===== src/rtl/poly_fill_ctrl.sv =====
// Polynomial-memory fill controller: sweeps enabled banks writing zero/constant/unit patterns.
// Optional read-back verification is compiled in when POLY_FILL_VERIFY_EN is defined.
module poly_fill_ctrl #(
    parameter int ADDR_W  = 11,
    parameter int DATA_W  = 13,
    parameter int N_BANKS = 2,
    parameter int DEPTH   = 757
) (
    input  logic                      clk,
    input  logic                      rst,
    input  logic                      start,
    input  logic [ADDR_W-1:0]         len,
    input  logic [1:0]                mode,
    input  logic [DATA_W-1:0]         fill_val,
    input  logic [N_BANKS-1:0]        bank_mask,
    input  logic                      wr_grant,
    input  logic                      abort,
    output logic [N_BANKS-1:0]        mem_we,
    output logic [ADDR_W-1:0]         mem_addr,
    output logic [DATA_W-1:0]         mem_wdata,
    output logic                      mem_re,
    input  logic [N_BANKS*DATA_W-1:0] mem_rdata,
    output logic                      busy,
    output logic                      done,
    output logic                      aborted,
    output logic                      verify_err
);

    localparam logic [1:0] S_IDLE   = 2'd0;
    localparam logic [1:0] S_FILL   = 2'd1;
    localparam logic [1:0] S_VERIFY = 2'd2;
    localparam logic [1:0] S_DONE   = 2'd3;

    localparam logic [ADDR_W-1:0] DEPTH_C = ADDR_W'(DEPTH);

    logic [1:0]         state_q, state_d;
    logic [ADDR_W-1:0]  cnt_q;
    logic [ADDR_W-1:0]  len_q;
    logic [1:0]         mode_q;
    logic [DATA_W-1:0]  fill_q;
    logic [N_BANKS-1:0] mask_q;
    logic               abort_q;
    logic [ADDR_W-1:0]  len_clamped;
    logic               fill_last;

    function automatic logic [DATA_W-1:0] pattern(input logic [1:0] md,
                                                  input logic [DATA_W-1:0] fv,
                                                  input logic [ADDR_W-1:0] addr);
        logic [DATA_W-1:0] v;
        v = '0;
        case (md)
            2'b01:   v = fv;
            2'b10:   v = (addr == '0) ? DATA_W'(1) : '0;
            default: v = '0;
        endcase
        return v;
    endfunction

    assign len_clamped = (len > DEPTH_C) ? DEPTH_C : len;
    assign fill_last   = (cnt_q == len_q - 1'b1);

`ifdef POLY_FILL_VERIFY_EN
    logic              rd_done_q;
    logic              rd_pend_q;
    logic [ADDR_W-1:0] cmp_addr_q;
    logic              verr_q;
    logic              cmp_mismatch;
    logic              read_last;

    assign mem_re     = (state_q == S_VERIFY) && !rd_done_q;
    assign read_last  = (cnt_q == len_q - 1'b1);
    assign verify_err = verr_q;

    always_comb begin
        cmp_mismatch = 1'b0;
        for (int unsigned b = 0; b < N_BANKS; b++) begin
            if (mask_q[b] && (mem_rdata[b*DATA_W +: DATA_W] != pattern(mode_q, fill_q, cmp_addr_q)))
                cmp_mismatch = 1'b1;
        end
    end

    // Reads run one ahead of compares; rd_done_q marks the final compare-only cycle.
    always_ff @(posedge clk or posedge rst) begin
        if (rst) begin
            rd_done_q  <= 1'b0;
            rd_pend_q  <= 1'b0;
            cmp_addr_q <= '0;
            verr_q     <= 1'b0;
        end else begin
            rd_pend_q  <= mem_re && !abort;
            cmp_addr_q <= cnt_q;
            if (state_q == S_IDLE && start) begin
                verr_q    <= 1'b0;
                rd_done_q <= 1'b0;
            end else if (state_q == S_VERIFY && !abort) begin
                if (mem_re && read_last)
                    rd_done_q <= 1'b1;
                if (rd_pend_q && cmp_mismatch)
                    verr_q <= 1'b1;
            end
        end
    end
`else
    logic unused_rdata;

    assign unused_rdata = ^mem_rdata;
    assign mem_re       = 1'b0;
    assign verify_err   = 1'b0;
`endif

    always_comb begin
        state_d = state_q;
        case (state_q)
            S_IDLE:
                if (start)
                    state_d = (len_clamped == '0) ? S_DONE : S_FILL;
            S_FILL:
                if (abort)
                    state_d = S_DONE;
                else if (wr_grant && fill_last)
`ifdef POLY_FILL_VERIFY_EN
                    state_d = S_VERIFY;
`else
                    state_d = S_DONE;
`endif
`ifdef POLY_FILL_VERIFY_EN
            S_VERIFY:
                if (abort || rd_done_q)
                    state_d = S_DONE;
`endif
            S_DONE:
                state_d = S_IDLE;
            default:
                state_d = S_IDLE;
        endcase
    end

    always_ff @(posedge clk or posedge rst) begin
        if (rst) begin
            state_q <= S_IDLE;
            cnt_q   <= '0;
            len_q   <= '0;
            mode_q  <= '0;
            fill_q  <= '0;
            mask_q  <= '0;
            abort_q <= 1'b0;
        end else begin
            state_q <= state_d;
            case (state_q)
                S_IDLE:
                    if (start) begin
                        len_q   <= len_clamped;
                        mode_q  <= mode;
                        fill_q  <= fill_val;
                        mask_q  <= bank_mask;
                        abort_q <= 1'b0;
                        cnt_q   <= '0;
                    end
                S_FILL:
                    if (abort) begin
                        abort_q <= 1'b1;
                        cnt_q   <= '0;
                    end else if (wr_grant) begin
                        cnt_q <= fill_last ? '0 : cnt_q + 1'b1;
                    end
`ifdef POLY_FILL_VERIFY_EN
                S_VERIFY:
                    if (abort)
                        abort_q <= 1'b1;
                    else if (mem_re && !read_last)
                        cnt_q <= cnt_q + 1'b1;
`endif
                S_DONE:
                    cnt_q <= '0;
                default: ;
            endcase
        end
    end

    // Abort wins over the grant, so the write strobe is masked in the abort cycle.
    assign mem_we    = (state_q == S_FILL && !abort && wr_grant) ? mask_q : '0;
    assign mem_addr  = cnt_q;
    assign mem_wdata = (state_q == S_FILL) ? pattern(mode_q, fill_q, cnt_q) : '0;
    assign busy      = (state_q != S_IDLE);
    assign done      = (state_q == S_DONE);
    assign aborted   = done && abort_q;

endmodule


===== config.mk =====
export PLATFORM = sky130hd
export DESIGN_NAME = poly_fill_ctrl
export DESIGN_NICKNAME = d
export VERILOG_FILES = /design/src/rtl/poly_fill_ctrl.sv
export SDC_FILE = /design/constraint.sdc
export NUM_CORES = 1
export LEC_CHECK = 0
export CAP_MARGIN = 20
export CORE_UTILIZATION = 25
export DETAILED_ROUTE_END_ITERATION = 8
export DONT_BUFFER_PORTS = 1
export SLEW_MARGIN = 20
export SYNTH_ARGS = -nofsm -noshare
export SYNTH_HDL_FRONTEND = slang
export SYNTH_SLANG_ARGS = --single-unit

===== constraint.sdc =====
create_clock -name clk -period 5.62 [get_ports clk]
set_input_delay 1.686 -clock clk [delete_from_list [all_inputs] [get_ports clk]]
set_output_delay 1.686 -clock clk [all_outputs]
set_load 0.005 [all_outputs]

==> summary.md <==
| Metric | Value |
|---|---|
| Status | `finished, final reports clean` |
| DR iter-0 viols | `~160` |
| All-Layer GR Usage | `between 10% and 20%` |
| Worst path cell trace | `nor2_1 > and3_1` |
| Num rows | `35` |
| Pwr Density | `approximately 450 nW/um^2` |
| Cells after synthesis | `270` |
| Clock Path Buffers | `2` |
| Synth unique cells | `47` |
| Io pins | `90` |
| Clock Skews | `0.007691 ns` |
| Max cap viols | `0` |
| CP max stage delay | `around 0.31 ns` |
| Die width | `about 100 um` |
| Area grow syn2layout | `8.530%` |
| Top delay family on crit path | `simple AND/OR/NAND/NOR gates` |
| Gr ovfl total | `0` |
| Initial antenna violation count | `0` |
| Static leakage | `between 1 and 1.5 nW` |
| Final Cycle Share | `a little over two thirds` |
| Crit path buffers/inverters | `0` |
| Residual DRC | `0` |
| DRT antenna net count | `0` |
| Finished Cell Area | `~2600 um^2` |
| DP HPWL | `approximately 4400 um` |
| Root Buffer Master | `clkbuf_8` |
| Largest net degree at the start of global routing | `43` |
| CTS tree | `built` |
| Clk pin slew, worst setup/hold paths | `0.08 ns` |
| Later-pin clock latency in the skew report | `0.30 ns` |
| PortBufs | `0` |
| Final GP Congestion | `0.7587` |
| Placed Area | `2536 um^2` |
| Critical Path RT | `3.93 ns` |
| Slew margin rel. | `around two fifths` |
| Initial Util | `around a quarter` |
| Post-Syn Area per Cell | `between 9 and 10 um^2` |
| Tmin final | `about 3.9 ns` |
| Core area | `~9300 um^2` |
| CTS resizes | `0` |
| TNS Setup | `0 ns` |
| Slew Limit Fails | `0` |
| Non-Filler Instances | `~400` |
| Critical path class | `input pin to output pin` |
| Endpoints failing hold | `0` |
| Cell count after placement | `388` |
| Critical Path Fanout Max | `4` |
| Sequential share of the synthesized area | `~43%` |
| Proportion of layout cells with a drive suffix above 1 | `between 5 and 6%` |
| Die Area | `about 10000 um^2` |
| Ys Warns | `0` |
| Max Freq | `0.2549 GHz` |
| Die Span Y | `100.7 um` |
| # diodes | `0` |
| CTS Hold Bufs | `0` |
| Clock sinks | `42` |
| Vias in the first global route | `about 1900` |
| Dpl ws | `around 1.7 ns` |
| Setup repair bufs after CTS | `0` |
| Post-synth EDFFs | `0` |
| First-pass GRT wire length | `about 9600 um` |
| Worst VDD drop | `between 0.0001 and 0.00015 V` |
| Slew at the pin with the worst max-slew slack | `0.8962 ns` |
| Reg2Reg Depth | `7` |
| Fin Hold WS | `between 0.4 and 0.5 ns` |
| Crit path max-delay cell type | `nor2_1` |
| Final setup margin | `about 1.7 ns` |
| Drt total wl | `6104 um` |
| Hold-critical path depth | `2` |
| Unrepaired setup endpoints after global routing | `no` |
| Async S/R FF share, synth | `100.0%` |
| Final nets | `330` |
| Final Setup Violations | `0` |
| Tightest Hold Check Type | `flip-flop to flip-flop` |
| Synth Flop Type | `dfrtp_1` |
| Drt wl/cell | `approximately 15 um` |
| CP Depth | `2` |
| DR pass1 iterations | `5` |
| Mapped Area | `2435 um^2` |
| Worst setup EP type | `output pin` |
| H-Tree Level Count | `2` |
| Vias per inst | `~5.0` |
| WP data arrival | `2.24 ns` |
| Vias post-DR | `1974` |
| CTS Buf Count | `5` |
| Synth Register Bits | `42` |
| Startpoint types | `input pin` |
worst paths after layout:
check	startpoint	to	slack, ns
setup / recovery	abort	mem_we[1]	1.70
hold / removal	fill_q[12]$_DFFE_PP0P_	fill_q[12]$_DFFE_PP0P_	0.47
setup reg to reg	len_q[2]$_DFFE_PP0P_	mem_addr[0]$_DFFE_PP0P_	2.78
hold reg to reg	fill_q[12]$_DFFE_PP0P_	fill_q[12]$_DFFE_PP0P_	0.47
max in group asynchronous	rst	len_q[5]$_DFFE_PP0P_	3.82
min in group asynchronous	rst	mem_addr[10]$_DFFE_PP0P_	1.41
placed cells by master (no fill, tap or decap), drive strengths merged, types with 6 or more instances in the layout:
| cell type | count |
|---|---|
| a21oi | 9 |
| a22o | 10 |
| and2 | 16 |
| and3 | 11 |
| clkbuf | 7 |
| dfrtp | 42 |
| inv | 10 |
| nand2 | 59 |
| nor2 | 10 |
| nor2b | 9 |
| o21ai | 13 |
| xnor2 | 6 |
routing by layer:
metal | global-route usage, % | vias up | share of wire, %
li1 | - | 925 | -
met1 | 14.25 | 972 | 42
met2 | 20.18 | 64 | 47
met3 | 4.646 | 13 | 8.9
met4 | 6.132 | 0 | 2.6
met5 | 0 | - | 0
flip-flops by register name (all words and copies together), names as in the netlist:
name and cells:
fill_q 13, len_q 11, mem_addr 11, mask_q 2
mode_q 2, state_q 2, abort_q 1
metrics by stage:
step / power, W / util [%]
after floorplan: 0.0008561 / -
after global placement: 0.0009301 / 27.19
after detailed placement: 0.0009463 / 27.19
after CTS: 0.001186 / 28.33
after global routing: 0.001271 / 28.33
final: 0.001177 / 28.33
cell usage after synthesis, types with 2 or more instances:
master     n  share of area [%]
a211oi_1   2               0.62
a21oi_1    9                1.8
a22o_1    10                3.6
and2_1    16                4.1
and3_1    11                2.8
and4b_1    2               0.82
buf_4      2               0.62
buf_6      2               0.92
clkbuf_1   9                1.4
dfrtp_1   42                 43
ha_1       5                2.6
inv_1     10                1.5
nand2_1   59                9.1
nand2b_1   2               0.51
nand3_1    3               0.62
nand4_1    3               0.77
nand4b_1   2               0.72
nor2_1     9                1.4
nor2b_1    9                2.3
nor3_1     5                1.0
nor3b_1    3               0.92
nor4_1     4                1.0
nor4b_1    3                1.1
o21ai_0   10                2.1
o21ai_1    3               0.62
o22a_1     5                1.8
xnor2_1    6                2.2
xor2_1     5                1.8
report_power, final:
part | leakage, nW | switching [W] | internal (W)
Clock | 0.0524 | 0.000106 | 0.000133
Combinational | 0.599 | 0.000236 | 0.000173
Sequential | 0.525 | 0.000119 | 0.000410
tightest hold or removal path: cells and delay by family (launching register included):
family        cells  cell delay [ns]
simple gates      2             0.10
flops             1             0.34
cell type report:
cell class | instances | area [um^2]
fill | 966 | 6685
multi-input combinational | 206 | 1279
sequential | 42 | 1051
tap | 129 | 161.4
clock buffer | 7 | 76.32
inverter | 10 | 37.54
clock inverter | 1 | 30.03
timing repair buffer | 1 | 7.507
kinds of logic (layout without fill, tap and decap cells):
| group | count (synthesis) | in the layout | synth area share (%) |
|---|---|---|---|
| and+or+nand+nor | 137 | 137 | 29.91 |
| AOI/OAI and AO/OA | 50 | 50 | 15.31 |
| DFF | 42 | 42 | 43.17 |
| buffers and inverters | 23 | 19 | 4.471 |
| xor gates and xnor gates | 11 | 11 | 3.957 |
| adders and majority gates | 5 | 5 | 2.569 |
| other | 1 | 2 | 0.1540 |
| muxes | 1 | 1 | 0.4625 |
Note: power is estimated with default switching activity, not from simulation.
